**src/rtl/apb_req_arbiter.sv**
```systemverilog
// Two-requester round-robin front end for a single APB master: grants one
// request at a time, issues it to the master, and reports completion.
module apb_req_arbiter #(
  parameter int WIDTH = 8
) (
  input  logic             i_PCLK,
  input  logic             i_PRESETn,
  input  logic [1:0]       i_req,
  input  logic             i_rw0,
  input  logic             i_rw1,
  input  logic [WIDTH-1:0] i_addr0,
  input  logic [WIDTH-1:0] i_addr1,
  input  logic [WIDTH-1:0] i_wdata0,
  input  logic [WIDTH-1:0] i_wdata1,
  output logic [1:0]       o_gnt,
  output logic [1:0]       o_done,
  output logic [WIDTH-1:0] o_rdata,
  output logic             o_busy,
  output logic             o_transfer,
  output logic             o_READ_WRITE,
  output logic [WIDTH-1:0] o_apb_write_paddr,
  output logic [WIDTH-1:0] o_apb_read_paddr,
  output logic [WIDTH-1:0] o_apb_write_data,
  input  logic             i_PSEL1,
  input  logic             i_PENABLE,
  input  logic             i_PREADY,
  input  logic [WIDTH-1:0] i_prdata,
  output logic [1:0]       o_dbg_state
);

  localparam logic [1:0] ST_IDLE  = 2'd0;
  localparam logic [1:0] ST_ISSUE = 2'd1;
  localparam logic [1:0] ST_WAIT  = 2'd2;
  localparam logic [1:0] ST_DONE  = 2'd3;

  logic [1:0]       state_q, state_d;
  logic [1:0]       gnt_q, gnt_d;
  logic             last_q, last_d;
  logic             rw_q, rw_d;
  logic [WIDTH-1:0] addr_q, addr_d;
  logic [WIDTH-1:0] wdata_q, wdata_d;
  logic [WIDTH-1:0] rdata_q, rdata_d;
  logic             win1;
  logic             bus_complete;

  // Handshake: a requester raises i_req[n] with its command fields valid and
  // holds it until o_done[n]; the command is consumed on the granting edge.
  always_comb begin
    win1         = i_req[1] & (~i_req[0] | ~last_q);
    bus_complete = i_PSEL1 & i_PENABLE & i_PREADY;

    state_d = state_q;
    gnt_d   = gnt_q;
    last_d  = last_q;
    rw_d    = rw_q;
    addr_d  = addr_q;
    wdata_d = wdata_q;
    rdata_d = rdata_q;

    case (state_q)
      ST_IDLE: begin
        if (|i_req) begin
          state_d = ST_ISSUE;
          gnt_d   = win1 ? 2'b10 : 2'b01;
          rw_d    = win1 ? i_rw1 : i_rw0;
          addr_d  = win1 ? i_addr1 : i_addr0;
          wdata_d = win1 ? i_wdata1 : i_wdata0;
        end
      end
      ST_ISSUE: begin
        state_d = ST_WAIT;
      end
      ST_WAIT: begin
        if (bus_complete) begin
          state_d = ST_DONE;
          last_d  = gnt_q[1];
          if (!rw_q) begin
            rdata_d = i_prdata;
          end
        end
      end
      ST_DONE: begin
        state_d = ST_IDLE;
        gnt_d   = 2'b00;
      end
      default: begin
        state_d = ST_IDLE;
        gnt_d   = 2'b00;
      end
    endcase
  end

  // last_q resets to requester 1 so requester 0 wins the first contention.
  always_ff @(posedge i_PCLK or negedge i_PRESETn) begin
    if (!i_PRESETn) begin
      state_q <= ST_IDLE;
      gnt_q   <= 2'b00;
      last_q  <= 1'b1;
      rw_q    <= 1'b0;
      addr_q  <= '0;
      wdata_q <= '0;
      rdata_q <= '0;
    end else begin
      state_q <= state_d;
      gnt_q   <= gnt_d;
      last_q  <= last_d;
      rw_q    <= rw_d;
      addr_q  <= addr_d;
      wdata_q <= wdata_d;
      rdata_q <= rdata_d;
    end
  end

  assign o_gnt             = gnt_q;
  assign o_done            = (state_q == ST_DONE) ? gnt_q : 2'b00;
  assign o_busy            = (state_q != ST_IDLE);
  assign o_transfer        = (state_q == ST_ISSUE);
  assign o_READ_WRITE      = rw_q;
  assign o_apb_write_paddr = addr_q;
  assign o_apb_read_paddr  = addr_q;
  assign o_apb_write_data  = wdata_q;
  assign o_rdata           = rdata_q;
  assign o_dbg_state       = state_q;

endmodule

```
**config.mk**
```make
export PLATFORM = sky130hd
export DESIGN_NAME = apb_req_arbiter
export DESIGN_NICKNAME = d
export VERILOG_FILES = /design/src/rtl/apb_req_arbiter.sv
export SDC_FILE = /design/constraint.sdc
export NUM_CORES = 1
export LEC_CHECK = 0
export ABC_AREA = 0
export CAP_MARGIN = 0
export CORE_MARGIN = 2
export CORE_UTILIZATION = 35
export CTS_CLUSTER_SIZE = 10
export DETAILED_ROUTE_END_ITERATION = 6
export PLACE_DENSITY = 0.85
export SLEW_MARGIN = 15
export SYNTH_ARGS = -nofsm -noshare
export SYNTH_HDL_FRONTEND = slang
export SYNTH_SLANG_ARGS = --single-unit
```
**constraint.sdc**
```tcl
create_clock -name i_PCLK -period 2.2 [get_ports i_PCLK]
set_input_delay 0.55 -clock i_PCLK [delete_from_list [all_inputs] [get_ports i_PCLK]]
set_output_delay 0.55 -clock i_PCLK [all_outputs]
set_load 0.005 [all_outputs]
```
==> results.toml <==
[clocking]
cts_root_buf = "clkbuf_8"
clock-sinks = 30
clkLatencyLatePin_ns = 0.27
cts_buffer_depth = 2
clkTransAtPathRegs_ns = 0.06
cts_htree_levels = 2
cts_made_buffers = 5
cts_tree = "built"

[sta]
setup_viol = 0
finalHoldViolCount = 0
period_share_pct = 96.85
worst_slack_ns = 0.06925
max_slew_margin_pct = 54.00
min_period_ns = 2.131
max_freq_mhz = 469.3
tightest_slew_ns = 0.6892
tns_ns = 0
drv_slew = 0
hold_ws_ns = 0.5025
clock_skew_ns = 0.006192

[synth]
synth.avg_cell_area_um2 = 12.50
synth-async-reset-ratio_pct = 100.0
yosys_warnings = 0
yosys.area_share.adder_pct = 4.352
syn_inst = 115
synth_xor_area_share_pct = 0
synth-compound-area-share_pct = 15.75
syn_area_mm2 = 0.001438
yosys_register_bits = 30
synth_cell_types = 25
synth_mux_area_share_pct = 7.833
syn-num-nets = 169
synth_top_family_by_area = "compound AO/OA/AOI/OAI gates"
synth_flop_cell = "dfrtp_1"
synth_edf_count = 0
ys_seq_area_share_pct = 52.31
synth_simple_gate_area_share_pct = 12.36

[placed_design]
portBuffers = 89
place_hpwl_um = 3002
dp_slack_ns = 0.04214
dpl_cell_area_mm2 = 0.002337
place_congestion = 0.8034

[worst_hold_path]
worstHoldPathType = "flip-flop to flip-flop"

[detailed_routing]
drc = 0
drt_pass1_iterations = 4
ant_nets = 0
wl_met2_um = 2090
dr.first_iter.drc_count = 66
dr.max_layer_used = "met4"
avgViaCountPerCell = 4.992
totalWireLength_um = 3909
wl_per_cell_um = 15.09
wl_met1_um = 1509
met3_length_um = 292
vias = 1293

[final_layout]
insertedDiodeCount = 0
most-common-layout-cells = "89 x clkdlybuf4s50_1, 29 x dfrtp_1, 19 x and2_1"
final_nets = 262
fin_util_pct = 62.22
fin_area_mm2 = 0.002471
syn2layout_area_growth_pct = 71.89
final_common_cell = "clkdlybuf4s50_1"
nFillCells = 324
drive_above_1_share_pct = 14.35

[die]
die_y_um = 68.09
core_mm2 = 0.003971
ios = 90
die_x_um = 68.09
fp-row-count = 23
die_area_mm2 = 0.004636
start_util_pct = 36.20

[power]
ir_drop_uv = 680.7
p_per_area_mw_per_mm2 = 1238
leakagePower_nw = 1.045

[global_route]
grt_pass1_wl_um = 6134
antenna_found_initial = 0
grt_usage_pct = 18.42
grt_max_degree = 31
first_global_vias = 1325
grt-ovfl-total = 0

[outcome]
status = "finished, final reports clean"

[critical_path]
critPathArrivalTime_ns = 1.58
critPathRequiredTime_ns = 1.65
cp-start-kind = "flip-flop"
cp-end-kind = "output port"
crit_fanout = 4
path_class = "flip-flop to output port"

[run]
drv_cap = 0
through the flow:
stage               power, mW  instances
floorplan               1.718        115
global placement        2.503        247
detailed placement      2.550        247
CTS                     3.049        258
global route            3.287        259
finish                  3.060        259
repair_timing:
action | in CTS | in global routing
setup buffers | 3 | 1
gates resized for setup | 0 | 2
hold buffers | 0 | 0
endpoints found under the setup margin | 1 | 1
cells in the mapped netlist (all sizes together) (2+ instances only):
master / number / area share, %
mux2: 10 / 7.8
nand2: 2 / 0.52
a22o: 2 / 1.2
buf: 11 / 6.1
and2: 19 / 8.3
ha: 5 / 4.4
a221o: 17 / 12
inv: 4 / 1.0
dfrtp: 29 / 50
nor2: 4 / 1.4
metal layers:
layer  vias to the layer above  global-route usage (%)
li1                        605                       -
met1                       626                   19.79
met2                        60                   34.95
met3                         2                   5.921
met4                         0                   3.750
met5                         -                       0
registers in the layout (all words and copies together), names as in the netlist:
register          flops
last_q                1
o_READ_WRITE          1
o_apb_read_paddr      8
o_apb_write_data      8
o_dbg_state           2
o_gnt                 2
o_rdata               8
critical path: stages, from the launching register on:
cell	delay (ns)
dfrtp_1	0.42
buf_4	0.15
buf_4	0.13
ha_1	0.18
clkdlybuf4s50_1	0.44
power breakdown:
group | total, mW | internal [mW] | switching (mW) | leakage, nW
combinational | 1.62 | 1.09 | 0.535 | 0.626
sequential | 0.996 | 0.820 | 0.175 | 0.371
clock | 0.443 | 0.252 | 0.192 | 0.0482
path summary, 6_finish.rpt:
path	slack [ns]	from	cells after the start	endpoint
max in group asynchronous	1.23	i_PRESETn	2	last_q
setup reg to reg	0.44	o_dbg_state[0]	5	o_apb_read_paddr[4]
min in group asynchronous	0.66	i_PRESETn	2	o_apb_write_data[7]
setup / recovery	0.07	o_dbg_state[0]	4	o_transfer
hold reg to reg	0.50	o_rdata[6]	1	o_rdata[6]
hold / removal	0.50	o_rdata[6]	1	o_rdata[6]
cell families (layout without fill, tap and decap cells):
group | after synthesis | in the layout
buf+inv | 16 | 110
flops | 30 | 30
mux | 10 | 10
simple gates | 30 | 30
fa+ha+maj | 5 | 5
compound gates | 24 | 24
cell type report:
cell class | instances | area, um2 | share of cell area, %
clock inverter | 1 | 5.005 | 0.2025
timing repair buffer | 98 | 958.4 | 38.78
sequential | 30 | 752.0 | 30.43
inverter | 4 | 15.01 | 0.6076
clock buffer | 7 | 86.33 | 3.494
tap | 50 | 62.56 | 2.532
multi-input combinational | 69 | 591.8 | 23.95
Power figures use the tool's default switching activity.
==> RTL change, RTL diff (config.mk and constraints unchanged) <==
The parameter `WIDTH` goes from 8 to 10.
--- a/src/rtl/apb_req_arbiter.sv
+++ b/src/rtl/apb_req_arbiter.sv
@@ -1,7 +1,7 @@
 // Two-requester round-robin front end for a single APB master: grants one
 // request at a time, issues it to the master, and reports completion.
 module apb_req_arbiter #(
-  parameter int WIDTH = 8
+  parameter int WIDTH = 10
 ) (
   input  logic             i_PCLK,
   input  logic             i_PRESETn,
Interface: changed (9 resized); port bits go from 90 to 108. The function was not compared with the original's and may differ.
==> RTL change against the original RTL <==
Clock skew decreased by 0.0042 ns. Total power grew 20%. Combinational power is 15% higher. Synthesized cell count rose by 17%. Wire length up 14%. Setup slack got worse by 0.0096 ns. Global-route usage fell by 1.8 points. Design area increased by 19%. Sequential cell count increased by 6. Final cell count rose by 15%. Highest routed layer unchanged. Via count grew 14%. Non-clock buffer count rose by 20. Area after synthesis is 18% higher.
==> RTL change: results (changes against the original RTL) <==
status finished clean (unchanged); reg2reg start o_dbg_state[0] (unchanged); Non-clock inverters 4 (unchanged); R2R Path End o_rdata[1] (was o_apb_read_paddr[4]); syn_area_per_cell 12.61 µm² (was 12.50 µm²); clk tree area frac 0.04302 (was 0.03696); # Taps 54 (was 50); Seq/total area 0.3071 (was 0.3043); clock buffers 7 (unchanged); mux contribution to synthesized area 0.07935 (was 0.07833); largest net degree at the start of global routing 37 (was 31); Avg Vias per Cell 4.920 (was 4.992); DR vias 1,471 (was 1,293); crit-path max FO 5 (was 4); first-pass GRT wire length 6.872 mm (was 6.134 mm); share of cells above drive strength 1 0.1061 (was 0.1435); port bufs 107 (was 89); routed wl met2 2.160 mm (was 2.090 mm); DR iter-0 viols 40 (was 66); Post-CTS Setup Bufs 4 (was 3); worst reg-to-reg setup slack 0.49 ns (was 0.44 ns); CTS buffer count 5 (unchanged); Worst Hold Class input pin to async pin (was register to register); slew margin rel. 0.4682 (was 0.5400); Yosys warning total 0 (unchanged); Placed Area 2774 µm² (was 2337 µm²); Post-Route Skew 0.001980 ns (was 0.006192 ns); Worst setup startpoint o_dbg_state[1] (was o_dbg_state[0]); Peak VDD IR 563.2 µV (was 680.7 µV); Synth Area in Compound Gates 0.1536 (was 0.1575); hold_ws 0.3476 ns (was 0.5025 ns); Nets 308 (was 262); commonest cells in the netlist dfrtp_1 (35), and2_1 (24), a221o_1 (21) (was dfrtp_1 (29), and2_1 (19), a221o_1 (17)); Metal-1 WL 1.877 mm (was 1.509 mm); routed wire length 4.454 mm (was 3.909 mm); metal3 WL 376 µm (was 292 µm); seq_cells 36 (was 30); dpl ws 0.1216 ns (was 0.04214 ns); comb_multi_in 79 (was 69); dpl cells 287 (was 247); multi-input gate share of total cell area 0.2300 (was 0.2395); HPWL Detailed 3.354 mm (was 3.002 mm); dominant cells by area after synthesis dfrtp_1 (51%), a221o_1 (12%), and2_1 (8.8%) (was dfrtp_1 (50%), a221o_1 (12%), and2_1 (8.3%)); Synth Net Count 199 (was 169); H-Tree Depth 2 (unchanged); Worst-path clk slew 0.07 ns; Distinct cells, synth 26 (was 25); non-clock buffer count 118 (was 98); register area share after synthesis 0.5298 (was 0.5231); Final Critical Period 2.140 ns (was 2.131 ns); Worst Setup EP o_busy (was o_transfer); Data buffer area share 0.3918 (was 0.3878); Area Overhead vs Synth 72.52% (was 71.89%); post-synthesis adder-cell area fraction 0.03674 (was 0.04352); gr usage total 0.1658 (was 0.1842); Leakage 1.269 nW (was 1.045 nW); placer congestion estimate 0.6781 (was 0.8034); top layer used by detailed routing met4 (unchanged); diode count 0 (unchanged); # fillers 388 (was 324)
[RTL change: kinds of logic (layout without fill, tap and decap cells)]
kind of cell             Yosys count  in the layout
flip-flops                        36             36
AND/OR/NAND/NOR                   34             34
adder cells (fa/ha/maj)            5              5
AO/OA/AOI/OAI                     28             28
multiplexers                      12             12
buffers and inverters             20            130
[RTL change: report_power, final]
group / switching [mW] / internal [mW]
Combinational: 0.614 / 1.26
Clock: 0.229 / 0.400
Sequential: 0.189 / 0.982
Total: 1.03 / 2.64
[RTL change: metal layers]
| layer | vias up | track usage |
|---|---|---|
| met5 | - | 0 |
| li1 | 700 | - |
| met3 | 6 | 0.05624 |
| met2 | 70 | 0.2857 |
| met4 | 0 | 0.04040 |
| met1 | 695 | 0.1981 |
[RTL change: worst max-delay path: stages, from the launching register on]
cell and delay [ns]:
dfrtp_1 0.39, inv_1 0.10, ha_2 0.21, inv_1 0.10, clkdlybuf4s50_1 0.51
